==> config.mk <==
export PLATFORM = sky130hd
export DESIGN_NAME = crc4_frame_ctrl
export DESIGN_NICKNAME = d
export VERILOG_FILES = /design/src/rtl/crc4_frame_ctrl.sv
export SDC_FILE = /design/constraint.sdc
export NUM_CORES = 1
export LEC_CHECK = 0
export ABC_AREA = 1
export BUFFER_PORTS_ARGS = -buffer_cell sky130_fd_sc_hd__buf_2
export CORE_MARGIN = 8
export CORE_UTILIZATION = 55
export CTS_CLUSTER_SIZE = 24
export DETAILED_ROUTE_END_ITERATION = 8
export GPL_TIMING_DRIVEN = 0
export PLACE_DENSITY = 0.84
export SYNTH_ARGS = -nofsm -noshare
export SYNTH_HDL_FRONTEND = slang
export SYNTH_SLANG_ARGS = --single-unit
==> constraint.sdc <==
create_clock -name clk -period 1.8 [get_ports clk]
set_clock_uncertainty 0.05 [all_clocks]
set_input_delay 0.18 -clock clk [delete_from_list [all_inputs] [get_ports clk]]
set_output_delay 0.18 -clock clk [all_outputs]
set_load 0.01 [all_outputs]
==> src/rtl/crc4_frame_ctrl.sv <==
// Frame controller around an 8-bit-parallel CRC-4 LFSR: appends the CRC byte in
// generate mode, verifies the trailing CRC byte in check mode. 1-deep output slice.
module crc4_frame_ctrl #(
  parameter int         CNT_W = 16,
  parameter logic [3:0] SEED  = 4'hF
) (
  input  logic             clk,
  input  logic             rst,
  input  logic             mode,
  input  logic             s_valid,
  output logic             s_ready,
  input  logic [7:0]       s_data,
  input  logic             s_last,
  output logic             m_valid,
  input  logic             m_ready,
  output logic [7:0]       m_data,
  output logic             m_last,
  output logic             crc_ok,
  output logic             crc_err,
  output logic [3:0]       crc_val,
  output logic [CNT_W-1:0] frame_cnt,
  output logic [CNT_W-1:0] err_cnt
);

  typedef enum logic [1:0] {IDLE, DATA, APPEND} state_t;

  function automatic logic [3:0] crc4_step(input logic [3:0] q, input logic [7:0] d);
    logic [3:0] n;
    n[0] = q[3] ^ d[0] ^ d[1] ^ d[3] ^ d[7];
    n[1] = q[0] ^ d[1] ^ d[2] ^ d[4];
    n[2] = q[1] ^ q[3] ^ d[0] ^ d[1] ^ d[2] ^ d[5] ^ d[7];
    n[3] = q[2] ^ q[3] ^ d[0] ^ d[2] ^ d[6] ^ d[7];
    return n;
  endfunction

  state_t     state, state_next;
  logic [3:0] lfsr, lfsr_next;
  logic       frame_mode;
  logic       slot_free, accept, cur_mode;
  logic [3:0] q_base;
  logic       load_byte, load_crc, chk_done, chk_pass, gen_done;

  assign slot_free = !m_valid || m_ready;
  assign s_ready   = slot_free && (state != APPEND);
  assign accept    = s_valid && s_ready;
  // The first byte of a frame uses the live mode input and starts from SEED.
  assign cur_mode  = (state == IDLE) ? mode : frame_mode;
  assign q_base    = (state == IDLE) ? SEED : lfsr;
  assign crc_val   = lfsr;

  // NOTE: every always_comb output gets a default first so no latch is inferred.
  always_comb begin
    state_next = state;
    lfsr_next  = lfsr;
    load_byte  = 1'b0;
    load_crc   = 1'b0;
    chk_done   = 1'b0;
    chk_pass   = 1'b0;
    gen_done   = 1'b0;
    unique case (state)
      IDLE, DATA: begin
        if (accept) begin
          load_byte = 1'b1;
          if (!s_last) begin
            lfsr_next  = crc4_step(q_base, s_data);
            state_next = DATA;
          end else if (!cur_mode) begin
            lfsr_next  = crc4_step(q_base, s_data);
            state_next = APPEND;
          end else begin
            chk_done   = 1'b1;
            chk_pass   = (s_data == {4'h0, q_base});
            lfsr_next  = SEED;
            state_next = IDLE;
          end
        end
      end
      APPEND: begin
        if (slot_free) begin
          load_crc   = 1'b1;
          gen_done   = 1'b1;
          lfsr_next  = SEED;
          state_next = IDLE;
        end
      end
      default: state_next = IDLE;
    endcase
  end

  // NOTE: sequential state uses non-blocking assignments so all registers update together.
  always_ff @(posedge clk or posedge rst) begin
    if (rst) begin
      state      <= IDLE;
      lfsr       <= SEED;
      frame_mode <= 1'b0;
      m_valid    <= 1'b0;
      m_data     <= 8'h00;
      m_last     <= 1'b0;
      crc_ok     <= 1'b0;
      crc_err    <= 1'b0;
      frame_cnt  <= '0;
      err_cnt    <= '0;
    end else begin
      state   <= state_next;
      lfsr    <= lfsr_next;
      crc_ok  <= chk_done && chk_pass;
      crc_err <= chk_done && !chk_pass;

      if (state == IDLE && accept) frame_mode <= mode;

      if (load_byte) begin
        m_valid <= 1'b1;
        m_data  <= s_data;
        m_last  <= s_last && cur_mode;
      end else if (load_crc) begin
        m_valid <= 1'b1;
        m_data  <= {4'h0, lfsr};
        m_last  <= 1'b1;
      end else if (m_ready) begin
        m_valid <= 1'b0;
      end

      // Counters saturate: an increment at all-ones holds the value.
      if ((chk_done || gen_done) && frame_cnt != '1) frame_cnt <= frame_cnt + CNT_W'(1);
      if (chk_done && !chk_pass && err_cnt != '1) err_cnt <= err_cnt + CNT_W'(1);
    end
  end

endmodule
Word level (Yosys, flattened, before mapping) --
Cells that the tools add are included.
Word-level totals: register bits after elaboration 51, bits of input ports 14, output and inout bits 49
Operators by class: add/sub/neg operators 2, equal/unequal tests 8, mux-type cells 31, bitwise logic cells 18, reduce and logical (&&, ||, !) cells 19
Operator list (number):
- $add 16x1->16 const B | 2
- $ne 16x16->1 const B | 2
- $mux 4 | 5
- $mux 1 | 18
- $xor 1x1->1 | 18
- $mux 8 | 2
- $eq 8x4->1 | 1
- $logic_and 1x1->1 | 8
- $mux 2 | 4
- $pmux 4 s2 | 1
- $ne 2x2->1 const B | 3
- $pmux 2 s2 | 1
- $reduce_bool 2->1 | 2
- $reduce_and 3->1 | 1
- $reduce_bool 3->1 | 1
- $eq 2x1->1 const B | 1
- $eq 2x2->1 const B | 1
- $logic_not 1->1 | 2
- $logic_not 2->1 | 1
- $logic_or 1x1->1 | 2
- $reduce_and 2->1 | 1
- $reduce_or 2->1 | 1

Logic depth before layout (Yosys ltp) --
depth after elaboration 12, depth in mapped cells 12, mapped depth without buffers 11

Worst setup path after synthesis --
OpenSTA, ideal clock, no wires.
path kind reg-to-reg, from reg err_cnt[1], to reg err_cnt[2], arrival 1517 ps, required time 1685 ps, path slack 168 ps, stages on the path, launching flop included 9, buffers on the path 1, period minus slack after synthesis 1632 ps, cells stage by stage dfrtp_1 > ha_1 > inv_1 > nor2_2 > nand4_4 > nand3_4 > buf_12 > nand2_2 > nand2_2
On the way: word-level cells in the longest chain between the ends 2, elaborated cells between the ends (all ways) 3, those cells by class 1 x add/sub; 1 x eq/ne; 1 x reduce/logical
Ends and longest elaborated chain:
- start, declared | RTL line 22 | output logic [CNT_W-1:0] err_cnt
- start signal, assigned | RTL line 125 | if (chk_done && !chk_pass && err_cnt != '1) err_cnt <= err_cnt + CNT_W'(1);
- branches (longest 2 deep; another with $add 16x1->16)
Several ways; the timed one is not identified. A chain may end at the register's enable or synchronous reset.

Worst setup path in the final report --
from reg state[0], to reg err_cnt[8]
On the way: word-level cells in the longest chain between the ends 10, elaborated cells between the ends (all ways) 20, those cells by class 3 x eq/ne; 10 x mux; 7 x reduce/logical
Ends and longest elaborated chain:
- start, declared | RTL line 36 | state_t state, state_next;
- start signal, assigned | RTL line 104 | state <= state_next;
- $logic_not 2->1 | RTL line 47, 48, 60
- $mux 4 | RTL line 48 | assign q_base = (state == IDLE) ? SEED : lfsr;
- $eq 8x4->1 | RTL line 72 | chk_pass = (s_data == {4'h0, q_base});
- $mux 1 | RTL line 67 | end else if (!cur_mode) begin
- $mux 1 | RTL line 64 | if (!s_last) begin
- $mux 1 | RTL line 62 | if (accept) begin
- $mux 1 | RTL line 60 | unique case (state)
- $logic_not 1->1 | RTL line 125
- $logic_and 1x1->1 * (2 in a row) | RTL line 125
Every way passes the cells marked *; elsewhere a longest branch is shown, timed or not.

==> impl_metrics.yaml <==
setup_path:
  reg2reg_from: "state[0]"
  end_kind: "register"
  timing.critical_path.mode_cell: "nand2_2"
  arrival_ns: 1.96
  required_ns: 2.00
  path_max_fanout: 7
  cp-start-kind: "register"
  path_cells: "buf_4 > o21ai_2 > nand2_2 > nor2_4 > nand2_4 > nor2_4 > nand2_4 > nand3_4 > clkbuf_16 > nand2_2 > nand2_2"
  max_stage_delay_ns: 0.43
  crit_slowest_cell: "dfrtp_1"
  critical_path_class: "reg -> reg"
  critPathLaunch: "state[0]"
power:
  vdd_drop_max_v: 0.000718
  p_leak_nw: 1.98
  cellPowerDensity_mw_per_mm2: 1100
cts:
  cts.path.max_buffers: 2
  cts_tree: "done"
  cts_max_level: 2
  clockRootBuffer: "clkbuf_8"
  clkSinkCount: 51
  clk_latency_ns: 0.31
  clk_pin_slew_ns: 0.10
  cts_buffers: 5
global_routing:
  grt.total_usage_pct: 18.3
  grt_overflow: 0
  grt_pass1_vias: 2953
  grt_max_degree: 41
  grt_pass1_wl_um: 13000
  antenna_found_initial: 0
floorplanning:
  fp.dieArea_mm2: 0.00847
  core-area_mm2: 0.00554
  io_pins: 63
  fp-row-count: 27
  die_width_um: 92.0
  start_util_pct: 57.4
  die_y_um: 92.0
timing:
  period_share_pct: 97.8
  fmax_mhz: 568
  worst_hold_slack_ns: 0.0364
  maxSlewViolCount: 0
  setup_ws_ns: 0.0398
  setup_viol: 0
  relSlewSlack_pct: 68.3
  period_needed_ns: 1.76
  hold_violations: 0
  grt_setup_unrepaired: "yes"
  worstMarginPinSlew_ns: 0.475
worst_hold_path:
  worstHoldStart: "s_last"
  hp-class: "in -> reg"
placement:
  place_area_mm2: 0.00360
  pre_cts_ws_ns: 0.00710
  dpl.cell_count: 548
  place_congestion: 0.941
  port_buffers: 62
  dp_hpwl_um: 5780
layout:
  area_delta_synth_final_pct: 21.1
  num_antenna_cells: 0
  final_nets: 512
  fillCellCount: 466
  drive_above_1_share_pct: 31.4
  design_area_mm2: 0.00385
  final_core_util_pct: 69.5
  stdcell_count: 569
drt:
  drt_iter0_drc: 126
  drcViolationCount: 0
  totalWireLength_um: 7850
  route.vias.total: 2989
  dr.pass1.iters: 4
  avgRoutedWirePerCell_um: 13.8
  ant_nets: 0
  viasPerCell: 5.25
job:
  max_cap_violations: 0
yosys:
  netlist.area_leader.share_pct: 37.0
  ys_warn_count: 0
  synth_area_mm2: 0.00318
  synth.avg_cell_area_um2: 7.70
  synth_cell_types: 32
  yosys.area.top_type: "dfrtp_1"
  synth_seq_area_share_pct: 40.3
  ys_ff_latch: 51
  syn_nets: 429
  synthTopCellsByArea: "dfrtp_1 37%, nand2_1 14%, nand2_2 5.5%"
  synthCells: 413
outcome:
  run_status: "finished clean"
## state kept, by name (all words and copies together), names as in the netlist
name,count
err_cnt,16
crc_ok,1
frame_mode,1
m_last,1
m_valid,1
state,2
m_data,8
frame_cnt,16
crc_val,4
crc_err,1
## final cells by class
type	instances	area, µm²	area share (%)
inverters	40	153	3.96
plain buffers	8	80.1	2.08
multi-input cells	314	1720	44.5
well taps	72	90.1	2.34
repair buffers	76	448	11.6
clock buffers	7	76.3	1.98
clock inverters	1	5.00	0.130
flip-flops and latches	51	1280	33.3
## layout by cell type (no fill, tap or decap), types with 7 or more instances in the layout
cell	synthesis	final
nand2_1	121	119
buf_2	1	62
dfrtp_1	47	45
nor2_1	41	40
inv_1	33	32
nand2_2	28	30
nand3_1	21	20
nand4_1	19	19
xor2_1	16	16
buf_4	1	14
xnor2_1	12	12
nor3_1	10	8
inv_2	7	7
o21ai_0	7	7
## critical path: cells and delay by family (launching register included)
| kind | cells | cell delay [ns] |
|---|---|---|
| AOI/OAI and AO/OA | 1 | 0.11 |
| buffers and inverters | 2 | 0.34 |
| DFF | 1 | 0.43 |
| and+or+nand+nor | 8 | 0.78 |
## power by group
part | switching (mW) | total (mW) | internal, mW
clock | 0.385 | 0.659 | 0.274
sequential | 0.282 | 1.75 | 1.47
combinational | 1.10 | 1.82 | 0.719
total | 1.77 | 4.23 | 2.46
## repair_timing
item,CTS,global route
hold endpoints to repair,10,0
setup endpoints to repair,10,26
setup buffers,0,11
resized for setup,1,16
hold buffers,1,0
gates cloned,0,1
pin swaps,0,4
## logic make-up (layout without fill, tap and decap cells)
group                      Yosys count  after routing  share of synthesized area [%]
AOI/OAI and AO/OA                   22             22                           4.17
xor gates and xnor gates            28             28                           7.71
adders and majority gates            2              2                          0.787
buffers and inverters               48            132                           7.16
DFF                                 51             51                           40.3
and+or+nand+nor                    262            262                           39.9
## final timing paths
path	depth (start not counted)	endpoint	slack, ns
min in group asynchronous	3	m_data[7]	0.30
worst max-delay path	11	err_cnt[8]	0.04
worst min register to register	2	m_data[6]	0.45
worst min-delay path	2	state[0]	0.04
worst max register to register	11	err_cnt[8]	0.04
max in group asynchronous	4	crc_val[3]	0.86
## per-stage QoR
| step | power [mW] | TNS, ns |
|---|---|---|
| floorplan | 2.87 | 0 |
| global placement | 3.38 | -14.39 |
| detailed placement | 3.45 | 0 |
| CTS | 4.11 | 0 |
| global route | 4.51 | -0.490 |
| finish | 4.23 | 0 |
## routing by layer
layer / vias up / global-route usage [%] / wire length [µm]
met5: - / 0 / 0
met4: 0 / 5.91 / 119
met3: 11 / 3.50 / 394
met2: 78 / 32.3 / 3960
met1: 1420 / 21.6 / 3370
li1: 1480 / - / -
## synth_stat cells
master and count:
nor3_1 10, ha_1 2, nand2_1 121, dfstp_2 4
inv_2 7, nand4_1 19, clkbuf_1 1, xnor2_1 12
nor2_1 41, o21ai_1 7, o221ai_1 4, dfrtp_1 47
xor2_1 16, o21ai_0 7, buf_4 1, nand3_1 21
a21oi_1 2, buf_12 1, clkbuf_4 1, nor2_4 3
buf_2 1, nor2_2 5, nand3_2 3, and2_1 1
nand2_2 28, nand3_4 1, o21ai_2 2, buf_6 3
nand4_4 1, inv_1 33, nand3b_1 5, nand2_4 3
Note: power is estimated with default switching activity, not from simulation.
